### config.mk
export PLATFORM = sky130hd
export DESIGN_NAME = reg_scoreboard
export DESIGN_NICKNAME = d
export VERILOG_FILES = /design/src/rtl/arm_pkg.sv /design/src/rtl/sb_slot_match.sv /design/src/rtl/reg_scoreboard.sv
export SDC_FILE = /design/constraint.sdc
export NUM_CORES = 1
export LEC_CHECK = 0
export BUFFER_PORTS_ARGS = -buffer_cell sky130_fd_sc_hd__buf_2
export CAP_MARGIN = 20
export CORE_MARGIN = 4
export CORE_UTILIZATION = 47
export DETAILED_ROUTE_END_ITERATION = 12
export GPL_ROUTABILITY_DRIVEN = 0
export PLACE_DENSITY = 0.83
export SLEW_MARGIN = 5
export SYNTH_ARGS = -nofsm -noshare
export SYNTH_HDL_FRONTEND = slang
export SYNTH_SLANG_ARGS = --single-unit
### constraint.sdc
create_clock -name clk -period 1.7 [get_ports clk]
set_input_delay 0.17 -clock clk [delete_from_list [all_inputs] [get_ports clk]]
set_output_delay 0.17 -clock clk [all_outputs]
set_load 0.02 [all_outputs]
### src/rtl/arm_pkg.sv
// arm_pkg: shared register-index types and pipeline slot record for the hazard scoreboard
package arm_pkg;
    localparam int REG_W = 4;
    localparam logic [REG_W-1:0] REG_PC = 4'd15;
    typedef struct packed {
        logic             wb_en;
        logic             mem_r_en;
        logic [REG_W-1:0] dest;
    } slot_t;
endpackage

### src/rtl/sb_slot_match.sv
// sb_slot_match: flags a read-after-write conflict between one in-flight slot and the ID sources
// Ports: wb_en_i/dest_i describe the slot; src1_i/src2_i with their *_used_i flags describe
// the ID operands; match_o is high when the slot writes a register that ID actually reads.
module sb_slot_match
    import arm_pkg::*;
(
    input  logic             wb_en_i,
    input  logic [REG_W-1:0] dest_i,
    input  logic [REG_W-1:0] src1_i,
    input  logic [REG_W-1:0] src2_i,
    input  logic             src1_used_i,
    input  logic             src2_used_i,
    output logic             match_o
);
    assign match_o = wb_en_i && ((src1_used_i && dest_i == src1_i) || (src2_used_i && dest_i == src2_i));
endmodule

### src/rtl/reg_scoreboard.sv
// reg_scoreboard: tracks in-flight destination registers and stalls ID on read-after-write hazards
// Ports: clk/rst (async, active-low); flush kills the ID instruction; id_* and src*/src*_used
// are the ID decode fields; stall freezes PC/IF-ID and bubbles ID/EXE; exe_*/mem_* expose the
// EXE and MEM slots for forwarding; stall_cnt/flush_cnt count stall and flush cycles.
module reg_scoreboard
    import arm_pkg::*;
#(
    parameter bit FWD_EN  = 1'b0,
    parameter bit WB_SLOT = 1'b0,
    parameter int CNT_W   = 32
) (
    input  logic             clk,
    input  logic             rst,
    input  logic             flush,
    input  logic             id_valid,
    input  logic             id_wb_en,
    input  logic             id_mem_r_en,
    input  logic [REG_W-1:0] id_dest,
    input  logic [REG_W-1:0] src1,
    input  logic [REG_W-1:0] src2,
    input  logic             src1_used,
    input  logic             src2_used,
    output logic             stall,
    output logic [REG_W-1:0] exe_dest,
    output logic [REG_W-1:0] mem_dest,
    output logic             exe_wb_en,
    output logic             mem_wb_en,
    output logic [CNT_W-1:0] stall_cnt,
    output logic [CNT_W-1:0] flush_cnt
);
    localparam int NSLOT = WB_SLOT ? 3 : 2;

    slot_t            slot_q [NSLOT];
    slot_t            slot0_d;
    logic [NSLOT-1:0] match;
    logic             hazard;
    logic [CNT_W-1:0] stall_cnt_q;
    logic [CNT_W-1:0] flush_cnt_q;

    for (genvar k = 0; k < NSLOT; k++) begin : g_match
        sb_slot_match u_match (
            .wb_en_i     (slot_q[k].wb_en),
            .dest_i      (slot_q[k].dest),
            .src1_i      (src1),
            .src2_i      (src2),
            .src1_used_i (src1_used),
            .src2_used_i (src2_used),
            .match_o     (match[k])
        );
    end

    // With forwarding only a load still in EXE cannot supply its result in time.
    always_comb begin
        hazard  = FWD_EN ? (match[0] && slot_q[0].mem_r_en) : |match;
        stall   = hazard && id_valid && !flush;
        slot0_d = '0;
        if (id_valid && !stall && !flush)
            slot0_d = slot_t'{wb_en: id_wb_en, mem_r_en: id_mem_r_en, dest: id_dest};
    end

    always_ff @(posedge clk or negedge rst) begin
        if (!rst) begin
            for (int i = 0; i < NSLOT; i++) slot_q[i] <= '0;
            stall_cnt_q <= '0;
            flush_cnt_q <= '0;
        end else begin
            slot_q[0] <= slot0_d;
            for (int i = 1; i < NSLOT; i++) slot_q[i] <= slot_q[i-1];
            if (stall) stall_cnt_q <= stall_cnt_q + CNT_W'(1);
            if (flush) flush_cnt_q <= flush_cnt_q + CNT_W'(1);
        end
    end

    assign exe_dest  = slot_q[0].dest;
    assign exe_wb_en = slot_q[0].wb_en;
    assign mem_dest  = slot_q[1].dest;
    assign mem_wb_en = slot_q[1].wb_en;
    assign stall_cnt = stall_cnt_q;
    assign flush_cnt = flush_cnt_q;
endmodule

Yosys cells after proc, flatten, opt, wreduce, memory -nomap -nowiden. Index checks and enable logic that the tools add are counted.

Add/subtract/negate cells: 2. Equal/unequal tests: 4. Muxes and demuxes: 1. Reduce and logical (&&, ||, !) cells: 15.

Operators with widths (number): adder 32 x 1 -> 32 bit, second input constant (2); == test 4 bit (4); logical AND 1 bit (10); two-way mux 6 bit (1); logical NOT 1 bit (2); logical OR 1 bit (2); OR reduction 2 bit (1).

Bits in registers: 74. Input bits: 20. Output and inout bits: 75. Word-level logic and storage cells: 28.

Longest topological paths before layout. Gate-level depths: netlist (run 1).

Word-level depth: 11. Depth in mapped cells: 7. Depth with buffers taken out: 6.

By module. A second synthesis (run 1) with hierarchy kept.

Cell total of the unflattened synthesis: 308. Area, all modules: 3510.9 um2.

Modules (own cells, without submodules): reg_scoreboard (times used 1, cells each 284, area an instance 3305.7 um2); sb_slot_match (times used 2, cells each 12, area an instance 102.6 um2).

Worst setup path before layout (run 1). No wires, ideal clock.

Path type: reg2reg. From: register stall_cnt_q[7] (netlist: stall_cnt[7]). To: register stall_cnt_q[31] (netlist: stall_cnt[31]). Library setup time: 0.128 ns. Arrival time: 1.931 ns. Slack: -0.360 ns. Cell stages (with the launch flop): 7. Clock period less this slack: 2.060 ns. Cell sequence: dfrtp_1 nand2_1 or4_4 nor4_4 and3_2 nand4_2 xnor2_1.

Word-level cells in the longest chain between the ends: 1.

Ends and longest elaborated chain: start: declaration (line reg_scoreboard.sv:37) `logic [CNT_W-1:0] stall_cnt_q;`; start signal: assignment (line reg_scoreboard.sv:69) `if (stall) stall_cnt_q <= stall_cnt_q + CNT_W'(1);`; adder 32 x 1 -> 32 bit (line reg_scoreboard.sv:69).

Every way passes these cells. A chain may end at the register's enable or synchronous reset.

Final worst setup path (run 1).
From: register slot_q (netlist bit exe_dest[2]). To: output stall.

Word-level cells in the longest chain between the ends: 7. Elaborated cells on any way between the ends: 9. Those cells by class: eq/ne: 2; reduce/logical: 7.

Ends and longest elaborated chain: start: declaration (line reg_scoreboard.sv:33) `slot_t slot_q [NSLOT];`; == test 4 bit (line sb_slot_match.sv:15) `assign match_o = wb_en_i && ((src1_used_i && dest_i == src1_i) || (src2_used_i && dest_i == src2_i));`; logical AND 1 bit (line sb_slot_match.sv:15); logical OR 1 bit * (line sb_slot_match.sv:15); logical AND 1 bit * (line sb_slot_match.sv:15); OR reduction 2 bit * (line reg_scoreboard.sv:54) `hazard = FWD_EN ? (match[0] && slot_q[0].mem_r_en) : |match;`; logical AND 1 bit * (2 in a row) (line reg_scoreboard.sv:55) `stall = hazard && id_valid && !flush;`; end: declaration (line reg_scoreboard.sv:23) `output logic stall,`.

Every way passes the cells marked *; elsewhere a longest branch is shown, timed or not.

==> flow_metrics.py, run 1 <==
metrics = {
    "timing": {
        "holdWs_ns": 0.0331,
        "finalHoldViolCount": 0,
        "rsz0062_at_grt": "yes",
        "worst_slew_pin_slew_ns": 0.413,
        "skew_ns": 0.0145,
        "finalSetupViolCount": 33,
        "setup_slack_ns": -0.266,
        "min_period_ns": 1.97,
        "slew_viol_final": 0,
        "relSlewSlack_pct": 72.4,
        "clock.fmax_mhz": 509,
        "fin_crit_sh_pct": 116,
    },
    "synthesis": {
        "async_flop_share_pct": 100,
        "yosysWarningCount": 0,
        "ys.flop_type": "dfrtp_1",
        "netlist_area_sq_um": 3370,
        "ys_ff_latch": 74,
        "synth_fp_nets": 316,
        "synth_cells": 294,
        "synth_cell_type_count": 28,
        "ys_seq_area_share_pct": 54.9,
        "syn_avg_cell_area_sq_um": 11.5,
        "synth-edff-count": 0,
    },
    "detailed_routing": {
        "route.vias.total": 2761,
        "post_drt_wl_per_cell_um": 14.7,
        "drtIter0Drc": 89,
        "ant_nets": 0,
        "finalWirelength_mm": 8.00,
        "dr.pass1.iters": 4,
        "remaining_drc_errors": 0,
        "viasPerCell": 5.07,
    },
    "grt": {
        "grt_pass1_wl_mm": 13.2,
        "grt_pass1_vias": 2869,
        "grt_usage_pct": 19.1,
        "grt_overflow": 0,
        "antenna_found_initial": 0,
        "grt_max_degree": 75,
    },
    "finish": {
        "drive_gt1_share_pct": 47.9,
        "syn_to_final_growth_pct": 39.7,
        "fin_area_sq_um": 4710,
        "diodes": 0,
        "final_core_util_pct": 68.6,
        "layout.nets": 466,
    },
    "power_and_ir_drop": {
        "p_leak_nw": 2.38,
        "p_total_mw": 3.98,
        "power.density_nw_per_um2": 844,
        "ir_worst_vdd_mv": 0.918,
    },
    "place": {
        "post_dp_cell_area_sq_um": 4340,
        "port_buffers": 93,
        "pre_cts_ws_ns": -0.188,
        "post-dp-hpwl_mm": 5.61,
    },
    "setup_path": {
        "critPathCaptureType": "output port",
        "cp_data_required_time_ns": 1.53,
        "r2r-end": "stall_cnt[23]",
        "r2r_start": "exe_dest[2]",
        "reg2reg_depth": 8,
        "critPathArrivalTime_ns": 1.80,
        "rrSetupSlack_ns": -0.25,
        "worst-setup-path-type": "reg -> out",
        "critPathLaunchType": "flip-flop",
        "crit_path_max_fanout": 3,
    },
    "floorplan": {
        "start_util_pct": 49.1,
        "dieWidth_um": 92.7,
        "io_pins": 95,
        "design.core.area_sq_um": 6870,
        "die_y_um": 92.7,
        "die_area_sq_um": 8600,
        "num_rows": 30,
    },
    "cts": {
        "cts_buffer_depth": 2,
        "htree_levels": 3,
        "worstSkewPairLatency_ns": 0.34,
        "cts.sinks": 74,
        "cts-root-buf": "clkbuf_8",
        "numCtsBuffers": 9,
        "cts_tree": "yes",
        "clk_pin_slew_worst_paths_ns": 0.07,
    },
    "run": {
        "maxCapViolations": 0,
    },
    "worst_hold_path": {
        "hold_path.class": "in -> reg",
        "min_from": "id_wb_en",
        "hold_depth": 2,
        "whs_endpoint": "exe_wb_en",
    },
    "status": {
        "failed_checks": "negative setup slack",
        "status": "finished with violations",
    },
}
-- layout make-up --
cell class	instances	area (sq um)
Clock buffer	10	128
Fill cell	511	2160
Inverter	3	11.3
Sequential cell	74	1880
Tap cell	96	120
Timing Repair Buffer	147	933
Multi-Input combinational cell	209	1550
Clock inverter	6	82.6
-- cells by family (layout without fill, tap and decap cells) --
logic type	Yosys count	in the layout	share of synthesized area, %
buffers and inverters	11	166	1.48
AND/OR/NAND/NOR	126	126	21.7
XOR/XNOR	78	78	20.3
multiplexers	2	2	0.668
AO/OA/AOI/OAI	1	1	0.260
adder cells (fa/ha/maj)	2	2	0.742
flip-flops	74	74	54.9
-- what timing repair did --
item                                    4_1_cts  5_1_grt
setup buffers                                 5        2
endpoints found under the setup margin       32       38
hold buffers                                  1        0
hold endpoints to repair                     74        0
pin swaps                                    10        6
cloned                                        0        1
gates resized for setup                      13        8
-- routing by layer --
metal / up-vias / share of wire (%) / global-route usage [%]
met2: 75 / 49 / 32.7
met5: - / 0 / 0
li1: 1326 / - / -
met3: 13 / 5.5 / 3.57
met1: 1347 / 43 / 24.0
met4: 0 / 1.6 / 7.45
-- power by group --
| part | total, mW | switching [mW] | leakage, nW | internal, mW |
|---|---|---|---|---|
| Sequential | 1.97 | 0.107 | 0.974 | 1.86 |
| Clock | 1.45 | 0.628 | 0.106 | 0.819 |
| Combinational | 0.560 | 0.319 | 1.30 | 0.241 |
-- worst max path at each step --
stage,startpoint,endpoint,slack [ns]
after global routing,exe_dest[2],stall,-0.38
after global placement,exe_dest[2],stall_cnt[25],-0.12
after CTS,exe_dest[2],stall,-0.29
after detailed placement,exe_dest[3],stall_cnt[21],-0.19
after floorplan,mem_dest[0],stall_cnt[19],-0.14
final,exe_dest[2],stall,-0.27
-- metrics by stage --
step,TNS (ns),std cells
after floorplan,-3.00,294
after global placement,-2.64,521
after detailed placement,-4.21,521
after CTS,-6.91,543
after global routing,-10.66,545
final,-6.49,545
-- cells in the final DEF (no fill, tap or decap), types with 7 or more instances in the layout --
cell type,Yosys,routed
dfrtp_2,0,24
nand3_1,26,24
dfrtp_1,74,50
nand2_1,19,16
buf_2,4,92
buf_4,1,47
and3_2,6,7
xnor2_1,61,59
and2_1,11,10
nand4_1,28,28
clkbuf_8,0,9
xor2_1,17,17
-- synth_stat cells (all sizes together), types with 3 or more instances --
| cell type | number | area (sq um) |
|---|---|---|
| inv | 3 | 11.3 |
| buf | 7 | 35.0 |
| dfrtp | 74 | 1850 |
| nand3 | 27 | 140 |
| nand2 | 19 | 71.3 |
| nor3 | 7 | 35.0 |
| xor2 | 17 | 149 |
| nor4 | 3 | 33.8 |
| nor2 | 7 | 26.3 |
| and2 | 11 | 68.8 |
| xnor2 | 61 | 534 |
| nand4 | 29 | 188 |
| and4 | 4 | 35.0 |
| and3 | 15 | 101 |
-- critical path, cell delays in order (launching register included) --
cell and delay, ns:
dfrtp_2 0.43, xor2_1 0.14, nor3_1 0.21, nand4_1 0.17, a41oi_2 0.27, buf_6 0.14
buf_6 0.11
-- sequential cells by signal (all words and copies together), names as in the netlist --
| register | flops |
|---|---|
| exe_wb_en | 1 |
| mem_wb_en | 1 |
| stall_cnt | 32 |
| flush_cnt | 32 |
| exe_dest | 4 |
| mem_dest | 4 |
Note: power is estimated with default switching activity, not from simulation.
==> run 2: changes to the inputs <==
--- a/config.mk
+++ b/config.mk
@@ -12,6 +12,7 @@
 export DETAILED_ROUTE_END_ITERATION = 12
 export GPL_ROUTABILITY_DRIVEN = 0
 export PLACE_DENSITY = 0.83
+export SKIP_LAST_GASP = 1
 export SLEW_MARGIN = 5
 export SYNTH_ARGS = -nofsm -noshare
 export SYNTH_HDL_FRONTEND = slang
==> flow_metrics.py, run 2 (same netlist as run 1, synthesis figures left out) <==
metrics = {
    "status": {
        "failed_checks": "negative setup slack",
        "status": "finished with violations",
    },
    "setup_path": {
        "worst-setup-path-type": "reg -> out",
        "crit_path_max_fanout": 3,
        "critPathCaptureType": "output port",
        "critPathLaunchType": "flip-flop",
        "critPathArrivalTime_ns": 1.80,
        "cp_data_required_time_ns": 1.53,
    },
    "worst_hold_path": {
        "hold_path.class": "in -> reg",
    },
    "cts": {
        "cts.sinks": 74,
        "cts-root-buf": "clkbuf_8",
        "cts_tree": "yes",
        "cts_buffer_depth": 2,
        "worstSkewPairLatency_ns": 0.34,
        "clk_pin_slew_worst_paths_ns": 0.07,
        "htree_levels": 3,
        "numCtsBuffers": 9,
    },
    "detailed_routing": {
        "viasPerCell": 5.07,
        "drtIter0Drc": 89,
        "dr.pass1.iters": 4,
        "finalWirelength_mm": 8.00,
        "remaining_drc_errors": 0,
        "post_drt_wl_per_cell_um": 14.7,
        "route.vias.total": 2761,
        "ant_nets": 0,
    },
    "timing": {
        "finalSetupViolCount": 33,
        "worst_slew_pin_slew_ns": 0.413,
        "slew_viol_final": 0,
        "rsz0062_at_grt": "yes",
        "skew_ns": 0.0145,
        "min_period_ns": 1.97,
        "final.setup.tns_ns": -6.49,
        "setup_slack_ns": -0.266,
        "finalHoldViolCount": 0,
        "clock.fmax_mhz": 509,
        "relSlewSlack_pct": 72.4,
        "fin_crit_sh_pct": 116,
        "holdWs_ns": 0.0331,
    },
    "floorplan": {
        "die_y_um": 92.7,
        "design.core.area_sq_um": 6870,
        "die_area_sq_um": 8600,
        "dieWidth_um": 92.7,
        "start_util_pct": 49.1,
        "num_rows": 30,
        "io_pins": 95,
    },
    "finish": {
        "drive_gt1_share_pct": 47.9,
        "syn_to_final_growth_pct": 39.7,
        "diodes": 0,
        "layout_common_cells": "buf_2, xnor2_1, dfrtp_1, buf_4, nand4_1",
        "layout.nets": 466,
        "final_common_cell": "buf_2",
        "fin_area_sq_um": 4710,
    },
    "grt": {
        "antenna_found_initial": 0,
        "grt_max_degree": 75,
        "grt_usage_pct": 19.1,
        "grt_pass1_vias": 2871,
        "grt_overflow": 0,
        "grt_pass1_wl_mm": 13.2,
    },
    "place": {
        "port_buffers": 93,
        "post_dp_cell_area_sq_um": 4340,
        "post-dp-hpwl_mm": 5.61,
    },
    "run": {
        "maxCapViolations": 0,
    },
    "power_and_ir_drop": {
        "power.density_nw_per_um2": 844,
        "ir_worst_vdd_mv": 0.918,
        "p_leak_nw": 2.38,
    },
}
-- run 2: area by class of cell --
| class | count | area [sq um] |
|---|---|---|
| clock buffers | 10 | 128 |
| clock inverters | 6 | 82.6 |
| fillers | 511 | 2160 |
| inverters | 3 | 11.3 |
| multi-input cells | 209 | 1550 |
| flip-flops and latches | 74 | 1880 |
| well taps | 96 | 120 |
| repair buffers | 147 | 933 |
-- run 2: worst paths after layout --
check	startpoint	depth (start not counted)	to	slack [ns]
hold reg to reg	exe_wb_en	0	mem_wb_en	0.46
max in group asynchronous	rst	3	flush_cnt[2]	0.98
setup / recovery	exe_dest[2]	6	stall	-0.27
setup reg to reg	exe_dest[2]	8	stall_cnt[23]	-0.25
hold / removal	id_wb_en	2	exe_wb_en	0.03
min in group asynchronous	rst	3	stall_cnt[9]	0.39
-- run 2: stage by stage --
| stage | instances | setup WS (ns) | power (mW) | utilization, % |
|---|---|---|---|---|
| finish | 545 | -0.266 | 3.98 | 68.6 |
| global route | 545 | -0.376 | 4.14 | 68.6 |
| CTS | 543 | -0.294 | 4.01 | 67.8 |
| detailed placement | 521 | -0.188 | 2.55 | 63.2 |
| global placement | 521 | -0.123 | 2.53 | 63.2 |
| floorplan | 294 | -0.137 | 2.28 | - |
-- run 2: repair_timing --
item	CTS	global route
pin swaps	10	6
endpoints found under the setup margin	32	38
hold endpoints to repair	74	0
cloned	0	1
hold buffers	1	0
resized for setup	13	8
buffers inserted	5	2
-- run 2: power by group --
part	switching, mW	total, mW	internal [mW]
Clock	0.628	1.45	0.819
Sequential	0.107	1.97	1.86
Combinational	0.319	0.560	0.241
-- run 2: per-layer routing --
| metal | GRT usage [%] | wire [um] | share of wire [%] | up-vias |
|---|---|---|---|---|
| met1 | 24.0 | 3470 | 43 | 1347 |
| met5 | 0 | 0 | 0 | - |
| met3 | 3.57 | 441 | 5.5 | 13 |
| li1 | - | - | - | 1326 |
| met4 | 7.45 | 127 | 1.6 | 0 |
| met2 | 32.7 | 3960 | 49 | 75 |
-- run 2: critical path, stage by stage, from the launching register on --
cell and delay, ns:
dfrtp_2 0.43, xor2_1 0.14, nor3_1 0.21, nand4_1 0.17, a41oi_2 0.27, buf_6 0.14
buf_6 0.11
